$ cat src/rtl/exec_seq.sv
// Multi-cycle instruction sequencer for the MSP430 core.
// Steps each instruction through fetch, extension, operand, execute and writeback states.
module exec_seq #(
    parameter int unsigned MEM_TIMEOUT = 15
) (
    input  logic       clk,
    input  logic       rst,
    input  logic [1:0] fmt,
    input  logic [1:0] as_mode,
    input  logic       ad_mode,
    input  logic [3:0] src_reg,
    input  logic       rw_en,
    input  logic       dst_rd_skip,
    input  logic       stack_op,
    input  logic       mem_ack,
    output logic       mem_req,
    output logic       mem_we,
    output logic [1:0] mab_sel,
    output logic [1:0] md_sel,
    output logic       ir_load,
    output logic       ext_src_ld,
    output logic       ext_dst_ld,
    output logic       pc_inc,
    output logic       pc_jmp,
    output logic       reg_we,
    output logic       sr_we,
    output logic       src_autoinc,
    output logic       sp_dec,
    output logic       bus_err,
    output logic       busy
);

    localparam int unsigned CntW = $clog2(MEM_TIMEOUT + 1);

    typedef enum logic [3:0] {
        StIdle,
        StFetch,
        StSrcExt,
        StSrcRd,
        StDstExt,
        StDstRd,
        StExec,
        StStack,
        StWbMem
    } state_e;

    state_e            state_q, state_d;
    logic [CntW-1:0]   cnt_q, cnt_d;

    logic is_fmt_i, is_fmt_ii, is_fmt_j;
    logic cg, need_src_ext, need_src_rd, need_dst_ext, need_dst_rd, mem_dst;
    logic is_mem, timeout;
    state_e after_fetch, after_src_ext, after_src_rd, after_dst_ext;

    assign is_fmt_i  = (fmt == 2'd1);
    assign is_fmt_ii = (fmt == 2'd2);
    assign is_fmt_j  = (fmt == 2'd3);

    // Constant generator: R3 in any mode, R2 in the two indirect modes.
    assign cg = (src_reg == 4'd3) || ((src_reg == 4'd2) && as_mode[1]);

    assign need_src_ext = ((as_mode == 2'b01) && !cg) ||
                          ((as_mode == 2'b11) && (src_reg == 4'd0));
    assign need_src_rd  = ((as_mode == 2'b01) && !cg) ||
                          (as_mode[1] && (src_reg != 4'd0) && (src_reg != 4'd2) &&
                           (src_reg != 4'd3));
    assign need_dst_ext = is_fmt_i && ad_mode;
    assign need_dst_rd  = is_fmt_i && ad_mode && !dst_rd_skip;
    assign mem_dst      = (is_fmt_i && ad_mode) ||
                          (is_fmt_ii && (as_mode != 2'b00) && !stack_op);

    assign is_mem = (state_q == StFetch)  || (state_q == StSrcExt) || (state_q == StSrcRd) ||
                    (state_q == StDstExt) || (state_q == StDstRd)  || (state_q == StStack) ||
                    (state_q == StWbMem);
    // An ack on the final waiting cycle still completes the access.
    assign timeout = is_mem && !mem_ack && (cnt_q == CntW'(MEM_TIMEOUT));

    always_comb begin
        after_dst_ext = need_dst_rd  ? StDstRd  : StExec;
        after_src_rd  = need_dst_ext ? StDstExt : after_dst_ext;
        after_src_ext = need_src_rd  ? StSrcRd  : after_src_rd;
        if (fmt == 2'd0) begin
            after_fetch = StFetch;
        end else if (is_fmt_j) begin
            after_fetch = StExec;
        end else begin
            after_fetch = need_src_ext ? StSrcExt : after_src_ext;
        end
    end

    always_comb begin
        state_d = state_q;
        cnt_d   = (is_mem && !mem_ack && !timeout) ? cnt_q + CntW'(1) : '0;
        if (timeout) begin
            state_d = StFetch;
        end else begin
            unique case (state_q)
                StIdle:   state_d = StFetch;
                StFetch:  if (mem_ack) state_d = after_fetch;
                StSrcExt: if (mem_ack) state_d = after_src_ext;
                StSrcRd:  if (mem_ack) state_d = after_src_rd;
                StDstExt: if (mem_ack) state_d = after_dst_ext;
                StDstRd:  if (mem_ack) state_d = StExec;
                StExec: begin
                    if (!is_fmt_j && rw_en && mem_dst) begin
                        state_d = StWbMem;
                    end else if (is_fmt_ii && stack_op) begin
                        state_d = StStack;
                    end else begin
                        state_d = StFetch;
                    end
                end
                StStack:  if (mem_ack) state_d = StFetch;
                StWbMem:  if (mem_ack) state_d = StFetch;
                default:  state_d = StIdle;
            endcase
        end
    end

    always_ff @(posedge clk) begin
        if (rst) begin
            state_q <= StIdle;
            cnt_q   <= '0;
        end else begin
            state_q <= state_d;
            cnt_q   <= cnt_d;
        end
    end

    always_comb begin
        mem_req     = is_mem;
        mem_we      = 1'b0;
        mab_sel     = 2'd0;
        md_sel      = 2'd0;
        ir_load     = 1'b0;
        ext_src_ld  = 1'b0;
        ext_dst_ld  = 1'b0;
        pc_inc      = 1'b0;
        pc_jmp      = 1'b0;
        reg_we      = 1'b0;
        sr_we       = 1'b0;
        src_autoinc = 1'b0;
        sp_dec      = 1'b0;
        bus_err     = timeout;
        // IDLE is the reset state and keeps every output low.
        busy        = (state_q != StFetch) && (state_q != StIdle);
        unique case (state_q)
            StFetch: begin
                ir_load = mem_ack;
                pc_inc  = mem_ack;
            end
            StSrcExt: begin
                ext_src_ld = mem_ack;
                pc_inc     = mem_ack;
            end
            StSrcRd: begin
                mab_sel     = (as_mode == 2'b01) ? 2'd1 : 2'd2;
                md_sel      = 2'd1;
                src_autoinc = mem_ack && (as_mode == 2'b11);
            end
            StDstExt: begin
                ext_dst_ld = mem_ack;
                pc_inc     = mem_ack;
            end
            StDstRd: begin
                mab_sel = 2'd1;
                md_sel  = 2'd1;
            end
            StExec: begin
                sr_we  = !is_fmt_j;
                pc_jmp = is_fmt_j;
                reg_we = rw_en && ((is_fmt_i && !ad_mode) ||
                                   (is_fmt_ii && (as_mode == 2'b00)));
            end
            StStack: begin
                sp_dec  = (cnt_q == '0);
                mab_sel = 2'd3;
                mem_we  = 1'b1;
            end
            StWbMem: begin
                mab_sel = 2'd1;
                mem_we  = 1'b1;
            end
            default: ;
        endcase
    end

endmodule
$ cat config.mk
export PLATFORM = sky130hd
export DESIGN_NAME = exec_seq
export DESIGN_NICKNAME = d
export VERILOG_FILES = /design/src/rtl/exec_seq.sv
export SDC_FILE = /design/constraint.sdc
export NUM_CORES = 1
export LEC_CHECK = 0
export CAP_MARGIN = 20
export CORE_MARGIN = 2
export CORE_UTILIZATION = 35
export CTS_CLUSTER_DIAMETER = 30
export DETAILED_ROUTE_END_ITERATION = 8
export PLACE_DENSITY = 0.77
export SYNTH_ARGS = -nofsm -noshare
export SYNTH_HDL_FRONTEND = slang
export SYNTH_SLANG_ARGS = --single-unit
$ cat constraint.sdc
create_clock -name clk -period 1.6 [get_ports clk]
set_input_delay 0.32 -clock clk [delete_from_list [all_inputs] [get_ports clk]]
set_output_delay 0.32 -clock clk [all_outputs]
set_load 0.01 [all_outputs]
==> flow_summary.yaml, run 1 <==
timing:
  setup_viol: 12
  setup_tns_ns: -1.170
  hold_viol_final: 0
  hold_slack_ns: 0.5603
  slew_violations: 0
  fin_worst_skew_ns: 0.001640
  fmax_mhz: 554.6
  worst_slack_ns: -0.2032
  min_period_over_period: 1.127
  min_period_ns: 1.803
  rsz0062_at_grt: "true"
grt:
  grt.total_usage: 0.2248
  antenna_found_initial: 0
  grt_max_degree: 13
  grt_pass1_wl_um: 5658
  first_global_vias: 1296
  overflow: 0
place:
  gp_congestion: 0.8476
  port_buffers: 30
  hpwl_um: 2519
synth:
  async_flop_share: 0
  yosys_warnings: 0
  syn_area_um2: 950.9
  ys_top_cells_by_area: "dfxtp_1 (17%), nor2_1 (8.3%), nand2_1 (4.7%)"
  ys_types: 53
  synth_ff_type: "dfxtp_1"
  synthTopCellsByCount: "nor2_1 (21), nand2_1 (12), dfxtp_1 (8), inv_1 (8), nand3_1 (6)"
  yosysTopAreaCell: "dfxtp_1"
  ys_ff_latch: 8
  synth-edff-count: 0
  synth.top_cell.area_share: 0.1684
  syn_avg_cell_area_um2: 7.044
  synth_cells: 135
  synth_nets: 152
  post-synth-top-count-cell: "nor2_1"
  seq_area_frac_synth: 0.1684
run_status:
  violations: "negative setup slack"
  status: "finished, violations left"
die:
  die_h_um: 56.13
  start_util: 0.3770
  die_area_um2: 3150
  num_io_pins: 32
  core_um2: 2522
  fp.dieW_um: 56.13
  row_count: 18
min_path:
  hold_path_class: "register to register"
  hold_start: "cnt_q[0]"
setup_path:
  path_cells: "or3_4, a31oi_4, and2_1, buf_2"
  cp_max_fo: 4
  path_delay_family: "simple AND/OR/NAND/NOR gates"
  critPathRequiredTime_ns: 1.28
  cp_data_arrival_time_ns: 1.48
  cp-start-kind: "register"
  critPathBufInv: 1
  cp_slowest_stage_delay_ns: 0.41
  slowest_stage: "or3_4"
  critical_path_class: "register to output port"
  timing.critical_path.to_type: "output port"
  critPathLaunch: "state_q[3]"
  r2r_start: "state_q[1]"
routing:
  drt.antenna.violating_nets: 0
  drt-initial-drc-count: 37
  route.detailed.drc: 0
  finalWirelength_um: 3553
  vias: 1288
  routedWlPerCell_um: 14.93
  dr.pass1.iters: 4
  viasPerCell: 5.412
cells_and_area:
  areaGrowthSynthToFinish_pct: 86.71
  fin_nets: 227
  antenna_cells: 0
  drive_gt1_frac: 0.5000
  regArea_um2: 170.2
  fill_cells: 226
  multi_input_area_um2: 867.1
clock_tree:
  cts_tree: "built"
  cts.htree.levels: 1
  cts_sinks: 8
  cts_made_buffers: 3
  cts_root_buf: "clkbuf_4"
  clockBufferDepth: 2
  clk_latency_ns: 0.26
  path_clk_slew_ns: 0.06
  postCtsHoldBufs: 0
pwr:
  total_power_mw: 2.083
  p_leak_nw: 0.7981
  p_per_area_nw_per_um2: 1173
  ir_worst_vdd_v: 0.0008361
run:
  cap_violations: 0
## layer usage
metal / up-vias / global-route usage / part of all wire
li1: 635 / - / -
met1: 600 / 0.2388 / 0.39
met2: 45 / 0.4286 / 0.55
met3: 8 / 0.03488 / 0.033
met4: 0 / 0.09864 / 0.019
met5: - / 0 / 0
## stage by stage
stage,std cells,utilization,setup WS (ns),instance area [µm²]
floorplan,135,-,0.01454,950.9
global placement,227,0.5992,-0.5786,1511
detailed placement,227,0.5992,-0.6207,1511
CTS,235,0.6518,-0.1822,1644
global route,238,0.7039,-0.2609,1775
finish,238,0.7039,-0.2032,1775
## kinds of logic after synthesis
group,Yosys count,synth area share
XOR/XNOR,3,0.02764
buffers and inverters,17,0.1171
AO/OA/AOI/OAI,32,0.2474
AND/OR/NAND/NOR,69,0.3776
other,1,0.003944
flip-flops,8,0.1684
multiplexers,1,0.01053
adder cells (fa/ha/maj),4,0.04737
## report_power, final
part | internal [mW] | switching (mW)
Sequential | 0.253 | 0.0698
Combinational | 0.863 | 0.740
Clock | 0.0861 | 0.0723
## sequential cells by signal (all words and copies together), names as in the netlist
register	flops
cnt_q	4
state_q	4
## worst paths after layout
check,cells after the start,slack [ns],to
worst min-delay path,2,0.56,cnt_q[0]
worst max-delay path,4,-0.20,bus_err
worst min register to register,2,0.56,cnt_q[0]
worst max register to register,8,0,state_q[1]
## cell type report
| cell class | instances | share of cell area |
|---|---|---|
| multi-input combinational | 110 | 0.4884 |
| timing repair buffer | 78 | 0.3629 |
| sequential | 8 | 0.09584 |
| tap | 30 | 0.02114 |
| inverter | 9 | 0.01903 |
| clock buffer | 3 | 0.01269 |
## repair_timing
action	CTS	global route
pin swaps	13	10
setup endpoints to repair	19	18
resized for setup	107	26
buffers inserted	5	4
## layout by cell type (no fill, tap or decap), drive strengths merged, types with 2 or more instances in the layout
cell type	synthesis	routed
a211oi	3	3
a21oi	5	5
a31oi	5	5
and3	4	4
buf	5	64
clkbuf	3	3
clkdlybuf4s50	0	6
dfxtp	8	8
dlygate4sd2	0	8
ha	2	2
inv	9	9
maj3	2	2
nand2	12	12
nand2b	3	3
nand3	6	6
nand3b	2	2
nor2	21	21
nor2b	4	4
nor3	6	6
o211ai	2	2
o21ai	5	5
o22ai	2	2
o311ai	2	2
or4	2	2
xnor2	2	2
## worst min-delay path: cells and delay by family, from the launching register on
kind	cells	cell delay [ns]
buffers and inverters	1	0.12
flip-flops	1	0.36
AND/OR/NAND/NOR	1	0.04
Power figures use the tool's default switching activity.
==> inputs of run 2 (changes only) <==
GPL_TIMING_DRIVEN = 0   (was unset)
==> run 2 against run 1 <==
- the flow still finishes with violations (negative setup slack)
- sequential share of layout area rose by 0.56 points
- via count rose by 3.8%
- non-clock buffer count fell by 13
- core utilization fell by 1.9 points
- register-to-register slack improved by 0.03 ns
- clock skew rose by 0.0059 ns
- fmax fell by 3.7%
- power rose by 12%
- die area did not move
==> flow_summary.yaml, run 2 (same netlist as run 1, synthesis figures left out) <==
cells_and_area:
  final_common_cell: "buf_4"
  final_core_util: 0.6845
  areaGrowthSynthToFinish_pct: 81.58
  reg.largest.list: "cnt_q x4, state_q x4"
  layoutNonFillerInstCount: 225
  fin_nets: 214
  fill_cells: 220
  drive_gt1_frac: 0.4872
  antenna_cells: 0
  final_cell_area_um2: 1727
  final_cell_mix: "buf_4 (21), nor2_1 (17), buf_6 (12)"
clock_tree:
  cts_root_buf: "clkbuf_4"
  postCtsHoldBufs: 0
  cts_made_buffers: 3
  cts.htree.levels: 1
  cts_sinks: 8
  path_clk_slew_ns: 0.05
  clk_latency_ns: 0.26
  clockBufferDepth: 2
  cts_tree: "built"
setup_path:
  r2r_end: "state_q[1]"
  critical_path_class: "register to output port"
  rrSetupSlack_ns: 0.03
  crit_end: "bus_err"
  cp-start-kind: "register"
  r2r_start: "state_q[2]"
  reg2reg_depth: 8
  critPathLaunch: "state_q[2]"
  cp_data_arrival_time_ns: 1.55
  cp_max_fo: 4
  critPathRequiredTime_ns: 1.28
  timing.critical_path.to_type: "output port"
routing:
  drt.antenna.violating_nets: 0
  routedWlPerCell_um: 17.54
  drt-initial-drc-count: 62
  vias: 1337
  dr.pass1.iters: 4
  finalWirelength_um: 3946
  route.detailed.drc: 0
  viasPerCell: 5.942
place:
  port_buffers: 29
  dp_cells: 194
  placed_cell_area_um2: 1279
  dp_worst_setup_slack_ns: -0.7803
  hpwl_um: 2184
  gp_congestion: 0.8884
run:
  cap_violations: 0
die:
  row_count: 18
  core_um2: 2522
  start_util: 0.3770
  die_h_um: 56.13
  die_area_um2: 3150
  fp.dieW_um: 56.13
  num_io_pins: 32
grt:
  grt_pass1_wl_um: 5796
  gr-usage-met3: 0.04186
  grt_use_met2: 0.4370
  grt_max_degree: 11
  antenna_found_initial: 0
  grt.total_usage: 0.2327
  overflow: 0
  first_global_vias: 1283
  grtUsageMet1: 0.2577
  busiest_layer: "met2"
timing:
  worst_slack_ns: -0.2733
  min_period_over_period: 1.171
  slew_violations: 0
  setup_viol: 14
  hold_slack_ns: 0.4654
  hold_viol_final: 0
  rsz0062_at_grt: "true"
  min_period_ns: 1.873
  fmax_mhz: 533.8
  fin_worst_skew_ns: 0.007552
pwr:
  p_per_area_nw_per_um2: 1348
  p_leak_nw: 0.7713
  ir_worst_vdd_v: 0.001093
run_status:
  status: "finished, violations left"
  violations: "negative setup slack"
min_path:
  hold_path_class: "input port to register"
## run 2: worst min-delay path by stage
stage | depth (start not counted) | start | slack, ns | end
3_3_place_gp | 1 | cnt_q[0] | 0.45 | cnt_q[0]
4_1_cts | 4 | fmt[1] | 0.44 | state_q[3]
5_1_grt | 3 | fmt[1] | 0.48 | state_q[1]
2_1_floorplan | 1 | cnt_q[0] | 0.43 | cnt_q[0]
3_5_place_dp | 1 | cnt_q[0] | 0.47 | cnt_q[0]
6_report | 4 | fmt[1] | 0.47 | state_q[3]
## run 2: critical path: stages, from the launching register on
cell     delay, ns
dfxtp_4       0.38
inv_4         0.03
or3_4         0.41
a31oi_4       0.21
and2_4        0.17
buf_6         0.09
## run 2: area by class of cell
class	instances	area (µm²)	share of cell area
Multi-Input combinational cell	110	878.3	0.5087
Timing Repair Buffer	57	470.5	0.2725
Sequential cell	8	175.2	0.1014
Buffer	8	106.4	0.06159
Tap cell	30	37.54	0.02174
Inverter	9	36.28	0.02101
Clock buffer	3	22.52	0.01304
## run 2: what timing repair did
| action | CTS | global route |
|---|---|---|
| buffers inserted | 24 | 8 |
| setup endpoints to repair | 23 | 19 |
| pin swaps | 11 | 16 |
| resized for setup | 111 | 33 |
## run 2: metrics by stage
| step | TNS, ns | power (mW) |
|---|---|---|
| floorplan | 0 | 0.9183 |
| global placement | -8.517 | 1.245 |
| detailed placement | -9.193 | 1.267 |
| CTS | -1.457 | 1.941 |
| global route | -2.696 | 2.433 |
| finish | -1.792 | 2.328 |
## run 2: power by group
part / internal (mW) / leakage, nW / switching, mW
Sequential: 0.253 / 0.0679 / 0.0851
Combinational: 0.960 / 0.690 / 0.871
Clock: 0.0861 / 0.0138 / 0.0721
Total: 1.30 / 0.771 / 1.03
## run 2: metal layers
| metal | vias to the layer above | share of wire |
|---|---|---|
| li1 | 613 | - |
| met1 | 622 | 0.38 |
| met2 | 82 | 0.51 |
| met3 | 20 | 0.066 |
| met4 | 0 | 0.044 |
| met5 | - | 0 |
==> inputs of run 3 (changes only) <==
--- a/config.mk
+++ b/config.mk
@@ -9,8 +9,10 @@
 export CORE_MARGIN = 2
 export CORE_UTILIZATION = 35
+export CTS_BUF_LIST = sky130_fd_sc_hd__clkbuf_2 sky130_fd_sc_hd__clkbuf_4 sky130_fd_sc_hd__clkbuf_8
 export CTS_CLUSTER_DIAMETER = 30
 export DETAILED_ROUTE_END_ITERATION = 8
 export GPL_TIMING_DRIVEN = 0
 export PLACE_DENSITY = 0.77
+export SKIP_CTS_REPAIR_TIMING = 1
 export SYNTH_ARGS = -nofsm -noshare
 export SYNTH_HDL_FRONTEND = slang
==> constraint.sdc (replaced) <==
create_clock -name clk -period 1.6 [get_ports clk]
set_input_delay 0.32 -clock clk [delete_from_list [all_inputs] [get_ports clk]]
set_output_delay 0.32 -clock clk [all_outputs]
set_load 0.1 [all_outputs]
==> run 3 against run 2 <==
- the flow still finishes with violations (negative setup slack)
- sequential share of layout area down 0.82 points
- wire length down 9.4%
- clock skew about the same
- fmax down 7.9%
- design area up 8.8%
- register-to-register slack worse by 0.06 ns
- largest cell class unchanged
==> flow_summary.yaml, run 3 (same netlist as run 1, synthesis figures left out) <==
run_status:
  status: "finished, violations left"
  violations: "negative setup slack"
cells_and_area:
  regArea_um2: 175.2
  areaGrowthSynthToFinish_pct: 97.63
  drive_gt1_frac: 0.4839
  final_common_cell: "buf_4"
  reg.largest.list: "cnt_q x4, state_q x4"
  fill_cells: 169
  final_core_util: 0.7450
  final_cell_area_um2: 1879
  antenna_cells: 0
  layoutNonFillerInstCount: 216
  fin_nets: 205
  multi_input_area_um2: 915.9
  final_cell_mix: "buf_4 (19), nor2_1 (15), buf_12 (14)"
setup_path:
  critPathRequiredTime_ns: 1.28
  crit_end: "bus_err"
  critical_path_class: "register to output port"
  cp_slowest_stage_delay_ns: 0.37
  rrSetupSlack_ns: -0.03
  timing.critical_path.to_type: "output port"
  path_cells: "buf_12, nor2_4, nand3b_1, a31oi_4, and2_4, buf_12"
  critPathLaunch: "state_q[2]"
  slowest_stage: "dfxtp_4"
  r2r_start: "state_q[2]"
  cp_data_arrival_time_ns: 1.71
  r2r_end: "cnt_q[2]"
  cp-start-kind: "register"
  cp_max_fo: 6
  reg2reg_depth: 8
  cp_common_cell: "buf_12"
die:
  row_count: 18
  die_area_um2: 3150
  die_h_um: 56.13
  start_util: 0.3770
  core_um2: 2522
  fp.dieW_um: 56.13
  num_io_pins: 32
timing:
  fmax_mhz: 491.6
  rsz0062_at_grt: "true"
  slew_violations: 0
  setup_viol: 21
  hold_viol_final: 0
  worstMarginPinSlew_ns: 0.5525
  min_period_ns: 2.034
  min_period_over_period: 1.271
  setup_tns_ns: -3.478
  fin_worst_skew_ns: 0.007590
  maxSlewHeadroom: 0.6259
  worst_slack_ns: -0.4344
  hold_slack_ns: 0.4773
routing:
  drt.antenna.violating_nets: 0
  viasPerCell: 5.866
  vias: 1267
  drt-initial-drc-count: 60
  finalWirelength_um: 3576
  route.detailed.drc: 0
  dr.pass1.iters: 4
  routedWlPerCell_um: 16.56
run:
  cap_violations: 0
clock_tree:
  cts_made_buffers: 3
  cts_root_buf: "clkbuf_4"
  clockBufferDepth: 2
  cts_sinks: 8
  clk_latency_ns: 0.25
  path_clk_slew_ns: 0.06
  cts.htree.levels: 1
  cts_tree: "built"
place:
  port_buffers: 29
  hpwl_um: 2221
  dp_cells: 194
  placed_cell_area_um2: 1484
  dp_worst_setup_slack_ns: -1.423
  gp_congestion: 0.8926
grt:
  grt.total_usage: 0.1736
  antenna_found_initial: 0
  first_global_vias: 1028
  grt_pass1_wl_um: 4485
  overflow: 0
  grt_max_degree: 11
min_path:
  hold_path_class: "input port to register"
pwr:
  ir_worst_vdd_v: 0.001553
  p_leak_nw: 0.8181
  total_power_mw: 2.747
  p_per_area_nw_per_um2: 1462
[run 3: cell count changes in the layout (fill, tap and decap cells not counted), moves of 5 or more]
| cell | previous run | this run |
|---|---|---|
| buf_12 | 0 | 14 |
| buf_2 | 10 | 0 |
| buf_6 | 12 | 6 |
| dlygate4sd2_1 | 5 | 0 |
| dlymetal6s2s_1 | 1 | 8 |
[run 3: area by class of cell]
| class | instances | share of cell area |
|---|---|---|
| Multi-Input combinational cell | 110 | 0.4874 |
| Timing Repair Buffer | 48 | 0.3089 |
| Sequential cell | 8 | 0.09321 |
| Buffer | 8 | 0.06059 |
| Tap cell | 30 | 0.01997 |
| Inverter | 9 | 0.01798 |
| Clock buffer | 3 | 0.01198 |
[run 3: power by group]
| group | switching (mW) | total (mW) | internal (mW) |
|---|---|---|---|
| Clock | 0.0666 | 0.152 | 0.0857 |
| Combinational | 1.35 | 2.25 | 0.906 |
| Sequential | 0.0870 | 0.340 | 0.253 |
| Total | 1.50 | 2.75 | 1.24 |
[run 3: worst min-delay path by stage]
| stage | endpoint | depth (start not counted) | startpoint | slack [ns] |
|---|---|---|---|---|
| 6_report | state_q[1] | 3 | fmt[1] | 0.48 |
| 4_1_cts | state_q[1] | 3 | fmt[1] | 0.47 |
| 3_5_place_dp | cnt_q[0] | 1 | cnt_q[0] | 0.47 |
| 2_1_floorplan | cnt_q[0] | 1 | cnt_q[0] | 0.43 |
| 3_3_place_gp | cnt_q[0] | 1 | cnt_q[0] | 0.45 |
| 5_1_grt | state_q[1] | 3 | fmt[1] | 0.48 |
[run 3: metal layers]
metal  up-vias  share of wire  GRT usage
met2        69           0.52     0.2723
met1       593           0.38     0.2500
met5         -              0          0
met3        10          0.076    0.01860
met4         0          0.024    0.04762
li1        595              -          -
[run 3: critical path, delay by kind of cell (launching register included)]
family / cells / cell delay, ns
AOI/OAI and AO/OA: 1 / 0.26
buffers and inverters: 2 / 0.30
DFF: 1 / 0.37
and+or+nand+nor: 3 / 0.51
